===== config.mk =====
export PLATFORM = sky130hd
export DESIGN_NAME = pd_session_ctrl
export DESIGN_NICKNAME = d
export VERILOG_FILES = /design/src/rtl/pd_pkg.sv /design/src/rtl/pd_match_core.sv /design/src/rtl/pd_session_ctrl.sv
export SDC_FILE = /design/constraint.sdc
export NUM_CORES = 1
export LEC_CHECK = 0
export CORE_MARGIN = 4
export CORE_UTILIZATION = 30
export CTS_CLUSTER_SIZE = 24
export DETAILED_ROUTE_END_ITERATION = 10
export DONT_BUFFER_PORTS = 1
export PLACE_DENSITY = 0.45
export SLEW_MARGIN = 10
export SYNTH_ARGS = -nofsm -noshare
export SYNTH_HDL_FRONTEND = slang
export SYNTH_HIERARCHICAL = 1
export SYNTH_SLANG_ARGS = --single-unit

===== constraint.sdc =====
create_clock -name clk -period 3.7 [get_ports clk]
set_clock_uncertainty 0.15 [all_clocks]
set_input_delay 0.74 -clock clk [delete_from_list [all_inputs] [get_ports clk]]
set_output_delay 0.74 -clock clk [all_outputs]
set_load 0.02 [all_outputs]

===== src/rtl/pd_pkg.sv =====
// Shared types and status codes for the pattern-detect session controller.
// Latency: n/a (declarations only).
// Backpressure: n/a (declarations only).
package pd_pkg;

  // Session FSM states
  typedef enum logic [1:0] {
    PD_IDLE  = 2'b00,
    PD_ARMED = 2'b01,
    PD_DONE  = 2'b10
  } pd_state_t;

  // Session end status codes reported on the status port
  localparam logic [1:0] PD_ST_NONE    = 2'b00;
  localparam logic [1:0] PD_ST_HIT     = 2'b01;
  localparam logic [1:0] PD_ST_TIMEOUT = 2'b10;
  localparam logic [1:0] PD_ST_ABORT   = 2'b11;

endpackage


===== src/rtl/pd_match_core.sv =====
// Serial shift register with fill tracking and a compare against a runtime pattern.
// Latency: match is combinational on the current bit (history registered, newest bit live).
// Backpressure: none; shifts only on x_valid, holds otherwise.
module pd_match_core #(
  parameter int unsigned SEQ_LEN = 8
) (
  input  logic               clk,
  input  logic               reset,
  input  logic               clr,
  input  logic               x_i,
  input  logic               x_valid,
  input  logic [SEQ_LEN-1:0] pat,
  output logic               match
);

  localparam int unsigned FILL_W = $clog2(SEQ_LEN + 1);
  localparam logic [FILL_W-1:0] FILL_FULL = FILL_W'(SEQ_LEN);
  localparam logic [FILL_W-1:0] FILL_PRE  = FILL_W'(SEQ_LEN - 1);
  localparam logic [FILL_W-1:0] FILL_ONE  = FILL_W'(1);

  // Only the SEQ_LEN-1 most recent bits need storage; the newest comes from x_i.
  logic [SEQ_LEN-2:0] sr_q, sr_d;
  logic [FILL_W-1:0]  fill_q, fill_d;
  logic [SEQ_LEN-1:0] window;

  assign window = {sr_q, x_i};

  // A match needs SEQ_LEN valid bits: SEQ_LEN-1 already stored plus the live one.
  assign match = x_valid & ~clr & (fill_q >= FILL_PRE) & (window == pat);

  // Next-state for history and fill level; clear wins over shifting
  always_comb begin
    sr_d   = sr_q;
    fill_d = fill_q;
    if (clr) begin
      sr_d   = '0;
      fill_d = '0;
    end else if (x_valid) begin
      sr_d = window[SEQ_LEN-2:0];
      if (fill_q != FILL_FULL) begin
        fill_d = fill_q + FILL_ONE;
      end
    end
  end

  // History and fill registers
  always_ff @(posedge clk or posedge reset) begin
    if (reset) begin
      sr_q   <= '0;
      fill_q <= '0;
    end else begin
      sr_q   <= sr_d;
      fill_q <= fill_d;
    end
  end

endmodule


===== src/rtl/pd_session_ctrl.sv =====
// Pattern-detect session sequencer: config capture, arm/abort, match and window counting.
// Latency: det_o/match_cnt update one cycle after the matching bit; done pulses the cycle after the end event.
// Backpressure: cfg_ready is high only in IDLE; x_i is never stalled, gaps are expressed by x_valid=0.
module pd_session_ctrl
  import pd_pkg::*;
#(
  parameter int unsigned SEQ_LEN = 8,
  parameter int unsigned CNT_W   = 8,
  parameter int unsigned WIN_W   = 16
) (
  input  logic               clk,
  input  logic               reset,
  input  logic               cfg_valid,
  output logic               cfg_ready,
  input  logic [SEQ_LEN-1:0] cfg_pat,
  input  logic [CNT_W-1:0]   cfg_target,
  input  logic [WIN_W-1:0]   cfg_window,
  input  logic               start,
  input  logic               abort,
  input  logic               x_i,
  input  logic               x_valid,
  output logic               busy,
  output logic               det_o,
  output logic [CNT_W-1:0]   match_cnt,
  output logic               done,
  output logic [1:0]         status
);

  localparam logic [CNT_W-1:0] CNT_ONE = {{(CNT_W-1){1'b0}}, 1'b1};
  localparam logic [WIN_W-1:0] WIN_ONE = {{(WIN_W-1){1'b0}}, 1'b1};

  pd_state_t          state_q, state_d;
  logic [SEQ_LEN-1:0] pat_q, pat_d;
  logic [CNT_W-1:0]   target_q, target_d;
  logic [WIN_W-1:0]   window_q, window_d;
  logic [WIN_W-1:0]   win_cnt_q, win_cnt_d;
  logic [CNT_W-1:0]   match_cnt_q, match_cnt_d;
  logic               det_q, det_d;
  logic               done_q, done_d;
  logic [1:0]         status_q, status_d;

  logic               idle, armed;
  logic               cfg_acc, start_acc;
  logic               bit_vld, match;
  logic               abort_evt, hit_evt, to_evt, end_evt, count_match;
  logic [CNT_W-1:0]   cnt_inc;
  logic [WIN_W-1:0]   win_inc;

  assign idle  = (state_q == PD_IDLE);
  assign armed = (state_q == PD_ARMED);

  assign cfg_ready = idle;
  assign busy      = ~idle;
  assign det_o     = det_q;
  assign match_cnt = match_cnt_q;
  assign done      = done_q;
  assign status    = status_q;

  assign cfg_acc   = cfg_valid & idle;
  assign start_acc = start & idle;
  assign bit_vld   = x_valid & armed;

  // The core is only read in ARMED, by which point a same-cycle cfg+start
  // has already landed in pat_q, so the fresh pattern is used without a mux.
  pd_match_core #(
    .SEQ_LEN (SEQ_LEN)
  ) u_match_core (
    .clk     (clk),
    .reset   (reset),
    .clr     (start_acc),
    .x_i     (x_i),
    .x_valid (bit_vld),
    .pat     (pat_q),
    .match   (match)
  );

  assign cnt_inc = match_cnt_q + CNT_ONE;
  assign win_inc = win_cnt_q + WIN_ONE;

  // A zero target finishes immediately; otherwise the session ends on the
  // match that brings the count up to target, so match_cnt never wraps.
  assign abort_evt   = armed & abort;
  assign hit_evt     = armed & ((target_q == '0) | (match & (cnt_inc == target_q)));
  assign to_evt      = bit_vld & (window_q != '0) & (win_inc == window_q);
  assign end_evt     = abort_evt | hit_evt | to_evt;
  assign count_match = match & ~abort_evt & (target_q != '0);

  // Next-state: config capture, FSM, counters and registered outputs
  always_comb begin
    state_d     = state_q;
    pat_d       = pat_q;
    target_d    = target_q;
    window_d    = window_q;
    win_cnt_d   = win_cnt_q;
    match_cnt_d = match_cnt_q;
    status_d    = status_q;
    det_d       = 1'b0;
    done_d      = 1'b0;

    if (cfg_acc) begin
      pat_d    = cfg_pat;
      target_d = cfg_target;
      window_d = cfg_window;
    end

    case (state_q)
      PD_IDLE: begin
        if (start) begin
          state_d     = PD_ARMED;
          win_cnt_d   = '0;
          match_cnt_d = '0;
          status_d    = PD_ST_NONE;
        end
      end
      PD_ARMED: begin
        if (bit_vld) begin
          win_cnt_d = win_inc;
        end
        if (count_match) begin
          det_d       = 1'b1;
          match_cnt_d = cnt_inc;
        end
        if (abort_evt) begin
          status_d = PD_ST_ABORT;
        end else if (hit_evt) begin
          status_d = PD_ST_HIT;
        end else if (to_evt) begin
          status_d = PD_ST_TIMEOUT;
        end
        if (end_evt) begin
          state_d = PD_DONE;
          done_d  = 1'b1;
        end
      end
      PD_DONE: begin
        state_d = PD_IDLE;
      end
      default: begin
        state_d = PD_IDLE;
      end
    endcase
  end

  // State, config and output registers
  always_ff @(posedge clk or posedge reset) begin
    if (reset) begin
      state_q     <= PD_IDLE;
      pat_q       <= '0;
      target_q    <= '0;
      window_q    <= '0;
      win_cnt_q   <= '0;
      match_cnt_q <= '0;
      det_q       <= 1'b0;
      done_q      <= 1'b0;
      status_q    <= PD_ST_NONE;
    end else begin
      state_q     <= state_d;
      pat_q       <= pat_d;
      target_q    <= target_d;
      window_q    <= window_d;
      win_cnt_q   <= win_cnt_d;
      match_cnt_q <= match_cnt_d;
      det_q       <= det_d;
      done_q      <= done_d;
      status_q    <= status_d;
    end
  end

endmodule


==> run metrics, run 1 <==
Post-Syn Area per Cell 9.86 um^2; Net Count, Synth 452; Internal 0.00203 W; Setup WS pre-CTS 0.732 ns; CTS Buf Count 9; Std-Cell Rows 42; CTS Sinks 73; Hold-fix buffers, CTS 0; RSZ-0062 raised after global routing no; Tmin final 2.96 ns; status completed; most common cell after layout, fill and taps aside dfrtp_1; Critical Path AT 3.05 ns; Highest Clock Rate 337 MHz; core area 0.0132 mm^2; initial antenna violation count 1; DRC Markers 0; largest net degree at the start of global routing 34; final setup TNS 0 ns; Yosys top cell by area dfrtp_1; post-synthesis sequential area ratio 45.3%; GRT overflow 0; Tot GR Track Use 13.5%; Vias/cell 5.06; critical path startpoint category register; DR vias 2966; met1 Resource Use GR 17.0%; Worst-path clk slew 0.06 ns; most frequent cells in the layout dfrtp_1, o21ai_0, nand2_1, mux2_2, xnor2_1; Hold Crit Class input pin to asynchronous set/reset pin; final setup violation count 0; Max Root-Sink Buffers 2; fill count 1331; number of global-route vias before repair 2990; Leakage 1.85 nW; crit share post-route 80.1%; combinational share of power 24.8%; Routed Antenna Nets 0; PwrDens 650 mW/mm^2; Final Wtd Congestion 0.766; routed wire length 9680 um; Sw Share 31.3%; largest cells by area after synthesis dfrtp_1, mux2_2, xnor2_1; # diodes 0; latest clock arrival within the worst-skew pair 0.34 ns; Syn Inst Count 409; io pins 53; Routed WL per cell 16.5 um; CTS H-Tree Depth 3; Reg power frac 41.8%; met3 Resource Use GR 3.54%; WS Path Type register to register; Final HPWL DP 7100 um; first-pass GRT wire length 15800 um; peak supply drop 0.000237 V; area occupied by multi-input gates 0.00207 mm^2; Iter 0 DRT Violations 195; Crit Path Max Fanout 7; Crit. End Element register; Yosys warnings 6; Die ar. 0.0154 mm^2; max cap viols 0; Yosys cell types 56; register area 0.00183 mm^2; worst-margin pin slew 1.06 ns; EDFF count, synth 0; CTS root buf clkbuf_16; Die H 124 um; Main synth FF type dfrtp_1; CTS tree yes; slew margin rel. 29.3%; Total Nets Final 449; setup bufs post-CTS 0; Most Crowded Layer GR met2; grt met2 use 21.5%; final worst-path setup slack 0.735 ns; post-synth top area share 45.3%; area delta synth->final 12.6%; Data required, critical path 3.78 ns; netlist area before placement 0.00403 mm^2; Post-synth ARST share 100%; final hold vios 0; share of layout cells above drive strength 1 16.1%; Initial Utilization 30.6%; Clk pwr share 33.5%; IO buf count 0; Seq cells post-synth 73; Die Width 124 um; Slew Limit Fails 0; NetSw 0.000925 W; post-CTS sizing 0; DRT Pass-1 Iters 4
==> worst max-delay path, cell delays in order, from the launching register on <==
cell and delay (ns):
dfrtp_1 0.45, ha_1 0.34, nand3_2 0.23, or3_2 0.55, nor3_1 0.21, o32ai_1 0.14
or4_4 0.57, a31o_1 0.22
==> power groups by stage <==
| stage | Combinational (W) | Sequential, W | Clock [W] |
|---|---|---|---|
| floorplan | 0.000622 | 0.00117 | 0 |
| global placement | 0.000731 | 0.00125 | 0 |
| detailed placement | 0.000741 | 0.00126 | 0 |
| CTS | 0.000744 | 0.00124 | 0.00102 |
| global route | 0.000823 | 0.00127 | 0.00106 |
| finish | 0.000731 | 0.00123 | 0.000989 |
==> layout make-up <==
class,count,share of cell area [%]
multi-input combinational,302,45.5
timing repair buffer,6,0.991
tap,176,4.85
clock buffer,9,4.96
inverter,14,1.16
clock inverter,6,2.37
sequential,73,40.2
==> through the flow <==
| step | total power [W] | instance area, um^2 | util, % | hold slack (ns) | std cells |
|---|---|---|---|---|---|
| final | 0.00295 | 4540 | 34.4 | 0.0631 | 586 |
| after floorplan | 0.00179 | 4030 | - | 0.320 | 409 |
| after global routing | 0.00315 | 4540 | 34.4 | 0.0716 | 586 |
| after CTS | 0.00301 | 4540 | 34.4 | 0.0620 | 586 |
| after detailed placement | 0.00200 | 4210 | 31.9 | 0.347 | 571 |
| after global placement | 0.00198 | 4210 | 31.9 | 0.340 | 571 |
==> Yosys cell counts, types with 2 or more instances <==
cell and number:
dfrtp_1 73, o21ai_0 40, nand2_1 36, mux2_2 32, xnor2_1 27, nor2_1 24, a21oi_1 16, inv_1 14
nand3_1 14, xor2_1 11, clkbuf_1 9, nand4_1 8, nor4_1 8, mux2i_1 7, nand2b_1 6, nor3_1 6
and3_1 5, a211oi_1 4, buf_1 4, ha_1 4, o31ai_1 4, or3_1 4, a31oi_1 3, buf_2 3
nand3b_1 3, nor2b_1 3, o41ai_1 3, a21o_1 2, and2_1 2, and4_1 2, buf_4 2, clkbuf_2 2
o211ai_1 2, o22ai_1 2, or4_1 2, or4_4 2
==> path summary, 6_finish.rpt <==
| check | from | cells after the start | slack [ns] | to |
|---|---|---|---|---|
| setup reg to reg | win_cnt_q[0] | 7 | 0.74 | state_q[0] |
| max in group asynchronous | reset | 2 | 2.59 | match_cnt[1] |
| hold / removal | reset | 1 | 0.06 | pat_q[0] |
| min in group clk | win_cnt_q[15] | 1 | 0.35 | win_cnt_q[15] |
| hold reg to reg | win_cnt_q[15] | 1 | 0.35 | win_cnt_q[15] |
| setup / recovery | win_cnt_q[0] | 7 | 0.74 | state_q[0] |
==> layer usage <==
layer  up-vias  wire (um)
met3        12        431
met1      1449       4460
met4         2        193
met5         -         13
met2        48       4580
li1       1455          -
==> logic make-up (layout without fill, tap and decap cells) <==
family | count (synthesis) | in the layout | share of synthesized area, %
AO/OA/AOI/OAI | 85 | 85 | 12.6
XOR/XNOR | 38 | 38 | 8.25
adder cells (fa/ha/maj) | 4 | 4 | 1.24
buffers and inverters | 34 | 35 | 3.50
flip-flops | 73 | 73 | 45.3
multiplexers | 39 | 39 | 10.7
AND/OR/NAND/NOR | 136 | 136 | 18.5
==> registers in the layout, summed over array words and instances, names as in the netlist, 4 cells and up <==
register	cells
u_match_core/sr_q	7
window_q	16
target_q	8
win_cnt_q	16
pat_q	8
match_cnt	8
u_match_core/fill_q	4
(Power assumes the default switching activity.)
==> run 2: changes to the inputs <==
Settings changed: ABC_AREA set to 1.
Clock period 3.7 ns to 3.1 ns, I/O delays scaled along.
==> run 2 against run 1 <==
Highest routed layer is now met4. Register-to-register slack lost 0.20 ns. Cell count grew 23%. Die area grew 1.5%. Non-clock buffer count grew 3. Sequential power grew 24%.
==> run metrics, run 2 <==
status completed; final hold vios 0 (unchanged); DR vias 3466 (+17%); io pins 53 (unchanged); Internal 0.00228 W (+12%); post-CTS sizing 0 (unchanged); first-pass GRT wire length 18000 um (+14%); Net Count, Synth 572 (+27%); Final Wtd Congestion 0.835 (+9.0%); combinational share of power 29.0% (+4.2 points); Highest Clock Rate 391 MHz (+16%); Die H 125 um (+0.75%); WS Path Type register to register; Reg power frac 42.1% (+0.3 points); FF-to-FF setup slack 0.54 ns (-0.20 ns); final setup violation count 0 (unchanged); critical path startpoint category register; Yosys cell types 30 (-46%); CTS Sinks 73 (unchanged); Vias/cell 4.79 (-5.3%); largest net degree at the start of global routing 46 (+35%); Main synth FF type dfrtp_1; max cap viols 0 (unchanged); Hold-fix buffers, CTS 0 (unchanged); slew margin rel. 56.7% (+27 points); DRT Pass-1 Iters 4 (unchanged); setup bufs post-CTS 0 (unchanged); Tmin final 2.56 ns (-0.404 ns); crit share post-route 82.6% (+2.5 points); Total Nets Final 586 (+31%); Syn Inst Count 529 (+29%); GRT overflow 0 (unchanged); biggest registers after layout win_cnt_q x16, window_q x16; CTS Buf Count 9 (unchanged); number of global-route vias before repair 3571 (+19%); Slew Limit Fails 0 (unchanged); most frequent cell after synthesis nand2_1; Die Width 125 um (+0.75%); final setup TNS 0 ns (unchanged); RSZ-0062 raised after global routing no; Min Hold Slack 0.0142 ns (-0.0488 ns); Std-Cell Rows 42 (unchanged); Seq cells post-synth 73 (unchanged); CTS H-Tree Depth 3 (unchanged); Routed WL per cell 14.5 um (-12%); initial antenna violation count 0 (-1); Crit. End Element register; DRC Markers 0 (unchanged); Clk pwr share 28.9% (-4.6 points); worst-margin pin slew 0.647 ns (-0.410 ns); post-synth top area share 44.6% (-0.72 points); Tot GR Track Use 14.3% (+0.77 points); Crit Path Max Fanout 3 (-4); PwrDens 773 mW/mm^2 (+19%); Worst-path clk slew 0.06 ns (about the same); Worst Reg-to-Reg Cells 21 (+14); Iter 0 DRT Violations 198 (+1.5%); Worst R2R End status[0]; Final HPWL DP 7820 um (+10%); netlist area before placement 0.00410 mm^2 (+1.6%); latest clock arrival within the worst-skew pair 0.34 ns (about the same); Post-synth top cells nand2_1, dfrtp_1, inv_1, nor2_1, nand3_1; largest cells by area after synthesis dfrtp_1, nand2_1, nand3_1; area delta synth->final 13.7%; Initial Utilization 30.8% (+0.25 points); total power 0.00360 W (+22%); Critical Path AT 2.63 ns (-0.42 ns); # diodes 0 (unchanged); Routed Antenna Nets 0 (unchanged); Yosys top cell by area dfrtp_1; Max Root-Sink Buffers 2 (unchanged); core area 0.0133 mm^2 (+0.80%); Hold Crit Class input pin to asynchronous set/reset pin; Sw Share 36.8% (+5.5 points); Leakage 2.17 nW (+18%); Die ar. 0.0156 mm^2 (+1.5%); CTS tree yes; most frequent cells in the layout nand2_1, dfrtp_1, inv_1, nor2_1, nand3_1; CTS root buf clkbuf_16; worst reg2reg startpoint state_q[1]; routed wire length 10500 um (+8.1%); Post-synth ARST share 100% (unchanged); Data required, critical path 3.17 ns (-0.61 ns); Post-Syn Area per Cell 7.75 um^2 (-21%); post-synthesis sequential area ratio 44.6% (-0.72 points); peak supply drop 0.000572 V (+140%); IO buf count 0 (unchanged); NetSw 0.00133 W (+43%); EDFF count, synth 0 (unchanged); share of layout cells above drive strength 1 13.3% (-2.8 points); Yosys warnings 6 (unchanged); most common cell after layout, fill and taps aside nand2_1
-- run 2: cell count changes after synthesis, moves of 7 or more --
cell / previous run / this run
o21ai_0: 40 / 11
inv_1: 14 / 66
mux2i_1: 7 / 0
nor2_1: 24 / 59
xnor2_1: 27 / 0
mux2_2: 32 / 19
nand3_1: 14 / 54
nand2_1: 36 / 141
o22ai_1: 2 / 20
-- run 2: power groups by stage --
stage | logic [W] | clock network (W) | registers [W]
3_5_place_dp | 0.00106 | 0 | 0.00154
2_1_floorplan | 0.000822 | 0 | 0.00143
4_1_cts | 0.00106 | 0.00107 | 0.00153
5_1_grt | 0.00121 | 0.00112 | 0.00157
3_3_place_gp | 0.00105 | 0 | 0.00154
6_report | 0.00104 | 0.00104 | 0.00152
-- run 2: critical path, cell delays in order (launching register included) --
cell and delay [ns]:
dfrtp_1 0.39, nor2_1 0.15, nand2_1 0.09, clkinv_1 0.07
inv_2 0.04, nor2_2 0.11, nand2_1 0.06, nor2_1 0.08
nand3_1 0.07, nor2_1 0.17, a21boi_0 0.20, nand3_1 0.09
nor2_1 0.09, nand3_1 0.07, nor2_1 0.10, nand2_1 0.07
nand2_1 0.11, nor2_2 0.07, nand2_2 0.08, nand2_1 0.07
nand2_1 0.06, nand2_1 0.05
-- run 2: cell type report --
class / count / area, um^2
clock inverters: 6 / 67.6
repair buffers: 9 / 67.6
well taps: 176 / 220
multi-input cells: 381 / 1990
clock buffers: 9 / 225
fillers: 1387 / 8640
flip-flops and latches: 73 / 1830
inverters: 69 / 259
-- run 2: logic make-up after synthesis --
kind of cell | Yosys count | share of synthesized area, %
multiplexers | 19 | 5.22
AND/OR/NAND/NOR | 297 | 33.3
AO/OA/AOI/OAI | 55 | 7.57
buffers and inverters | 75 | 6.87
adder cells (fa/ha/maj) | 4 | 1.22
XOR/XNOR | 6 | 1.28
flip-flops | 73 | 44.6
-- run 2: worst max-delay path by stage --
stage / depth (start not counted) / end / slack [ns] / from
after floorplan: 21 / status[0] / 0.44 / x_valid
after global placement: 20 / status[0] / 0.56 / x_valid
after detailed placement: 20 / status[0] / 0.50 / x_valid
after CTS: 21 / status[0] / 0.51 / state_q[1]
after global routing: 21 / status[0] / 0.08 / state_q[1]
final: 21 / status[0] / 0.54 / state_q[1]
-- run 2: per-layer routing --
layer / up-vias / wire [um] / GRT usage [%]
met5: - / 0 / 0
met4: 0 / 110 / 4.08
met3: 9 / 403 / 4.29
met2: 62 / 5210 / 24.1
met1: 1644 / 4740 / 17.6
li1: 1751 / - / -
-- run 2: stage by stage --
stage	setup slack, ns	utilization, %	cells	instance area [um^2]
floorplan	0.444	-	529	4100
global route	0.0849	35.0	723	4660
global placement	0.564	32.8	708	4370
finish	0.540	35.0	723	4660
detailed placement	0.503	32.8	708	4370
CTS	0.506	35.0	723	4660
==> run 3: changes to the inputs <==
Settings changed: PLACE_DENSITY 0.45 to 0.46.
Clock period 3.1 ns to 2.1 ns, I/O delays scaled along.
==> run 3 against run 2 <==
The run now ends with setup timing left. Critical endpoint unchanged. Worst setup slack worse by 0.81 ns. Wire length up 1.9%. Fmax up 8.0%. Non-clock buffer count up 40. Power up 53%. Die area unchanged.
==> run metrics, run 3 (synthesis results as in run 2) <==
status complete, but fails checks; failing checks setup timing; critical path startpoint category register; Hold Crit Class input pin to register; Max Root-Sink Buffers 2 (unchanged); most common cell after layout, fill and taps aside nand2_1; io pins 53 (unchanged); Total Nets Final 626 (+6.8%); largest net degree at the start of global routing 46 (unchanged); number of global-route vias before repair 3672 (+2.8%); # diodes 0 (unchanged); core area 0.0133 mm^2 (unchanged); GRT overflow 0 (unchanged); worst-margin pin slew 0.582 ns (-0.0647 ns); final setup violation count 5 (+5); total power 0.00553 W (+53%); peak supply drop 0.000812 V (+42%); biggest registers after layout win_cnt_q x16, window_q x16; slew margin rel. 61.1% (+4.3 points); Final Wtd Congestion 0.818 (-2.0%); CTS H-Tree Depth 3 (unchanged); DRC Markers 0 (unchanged); share of layout cells above drive strength 1 21.3% (+7.9 points); CTS tree yes; initial antenna violation count 1 (+1); Routed Antenna Nets 0 (unchanged); Routed WL per cell 14.0 um (-3.6%); CTS Sinks 73 (unchanged); RSZ-0062 raised after global routing yes; Max stage delay on crit path 0.39 ns (about the same); Crit. End Element register; slowest cell on the critical path dfrtp_1; Leakage 2.38 nW (+9.7%); Slew Limit Fails 0 (unchanged); CP bufs+invs 2 (unchanged); Highest Clock Rate 422 MHz (+8.0%); Crit Path Max Fanout 3 (unchanged); Initial Utilization 30.8% (unchanged); Die Width 125 um (unchanged); IO buf count 0 (unchanged); critical path's top delay family simple AND/OR/NAND/NOR gates; Critical Path AT 2.45 ns (-0.18 ns); Die H 125 um (unchanged); crit share post-route 113% (+30 points); PwrDens 1100 mW/mm^2 (+42%); Worst-path clk slew 0.06 ns (about the same); DR vias 3661 (+5.6%); final hold vios 0 (unchanged); Data required, critical path 2.18 ns (-0.99 ns); Util after Layout 37.9% (+2.8 points); CTS root buf clkbuf_16; area delta synth->final 22.9%; first-pass GRT wire length 18000 um (+0.31%); routed wire length 10700 um (+1.9%); Final HPWL DP 7980 um (+2.0%); crit-path cells nor2_2 > nand2_2 > clkinv_8 > inv_4 > nor2_4 > nand2_1 > nor2_1 > nand3_1 > nor2_2 > a21boi_2 > nand3_1 > nor2_1 > nand3_1 > nor2_1 > nand2_1 > nand2_2 > nor2_4 > nand2_2 > nand2_2 > nand2_1 > nand2_1; Iter 0 DRT Violations 150 (-24%); WS Path Type register to register; Min Hold Slack 0.0678 ns (+0.0535 ns); Die ar. 0.0156 mm^2 (unchanged); Std-Cell Rows 42 (unchanged); max cap viols 0 (unchanged); Vias/cell 4.79 (about the same); final worst-path setup slack -0.271 ns (-0.811 ns); most frequent cells in the layout nand2_1, dfrtp_1, inv_1, nor2_1, nand3_1; Tmin final 2.37 ns (-0.189 ns); DRT Pass-1 Iters 4 (unchanged); latest clock arrival within the worst-skew pair 0.35 ns (about the same); CTS Buf Count 9 (unchanged); Tot GR Track Use 14.3% (+0.075 points)
run 3: final timing paths:
path / cells after the start / start / slack (ns) / to
max in group asynchronous: 3 / reset / 0.73 / window_q[4]
min in group asynchronous: 2 / reset / 0.44 / u_match_core/fill_q[2]
setup reg to reg: 21 / state_q[1] / -0.27 / status[0]
setup / recovery: 21 / state_q[1] / -0.27 / status[0]
hold / removal: 1 / cfg_pat[2] / 0.07 / pat_q[2]
hold reg to reg: 1 / pat_q[1] / 0.36 / pat_q[1]
run 3: repair_timing:
| action | 4_1_cts | 5_1_grt |
|---|---|---|
| hold endpoints to repair | 36 | 0 |
| pin swaps | 4 | 2 |
| gates resized for setup | 5 | 5 |
| setup buffers | 8 | 3 |
| hold buffers | 1 | 0 |
| setup endpoints to repair | 5 | 13 |
run 3: layout make-up:
type | instances | area [um^2]
fill | 1401 | 8260
multi-input combinational | 381 | 2030
sequential | 73 | 1830
timing repair buffer | 49 | 399
inverter | 69 | 278
clock buffer | 10 | 239
tap | 176 | 220
clock inverter | 6 | 42.5
run 3: power by group:
| group | internal, W | total, W | switching (W) | leakage, nW |
|---|---|---|---|---|
| Combinational | 0.000831 | 0.00185 | 0.00102 | 1.32 |
| Clock | 0.000833 | 0.00147 | 0.000636 | 0.135 |
| Sequential | 0.00181 | 0.00221 | 0.000393 | 0.928 |
run 3: per-stage QoR:
stage	cell area [um^2]	cells	setup slack, ns	setup TNS (ns)
3_5_place_dp	4640	736	-0.328	-1.14
5_1_grt	5040	764	-0.573	-3.14
4_1_cts	5010	761	-0.240	-1.01
2_1_floorplan	4150	529	-0.286	-1.17
3_3_place_gp	4640	736	-0.294	-1.06
6_report	5040	764	-0.271	-1.16
run 3: layer usage:
layer | GRT usage (%) | share of wire, % | up-vias
met5 | 0 | 0.11 | -
met4 | 4.21 | 1.7 | 2
met3 | 5.23 | 5.5 | 16
met2 | 24.0 | 48 | 66
met1 | 17.3 | 44 | 1745
li1 | - | - | 1832
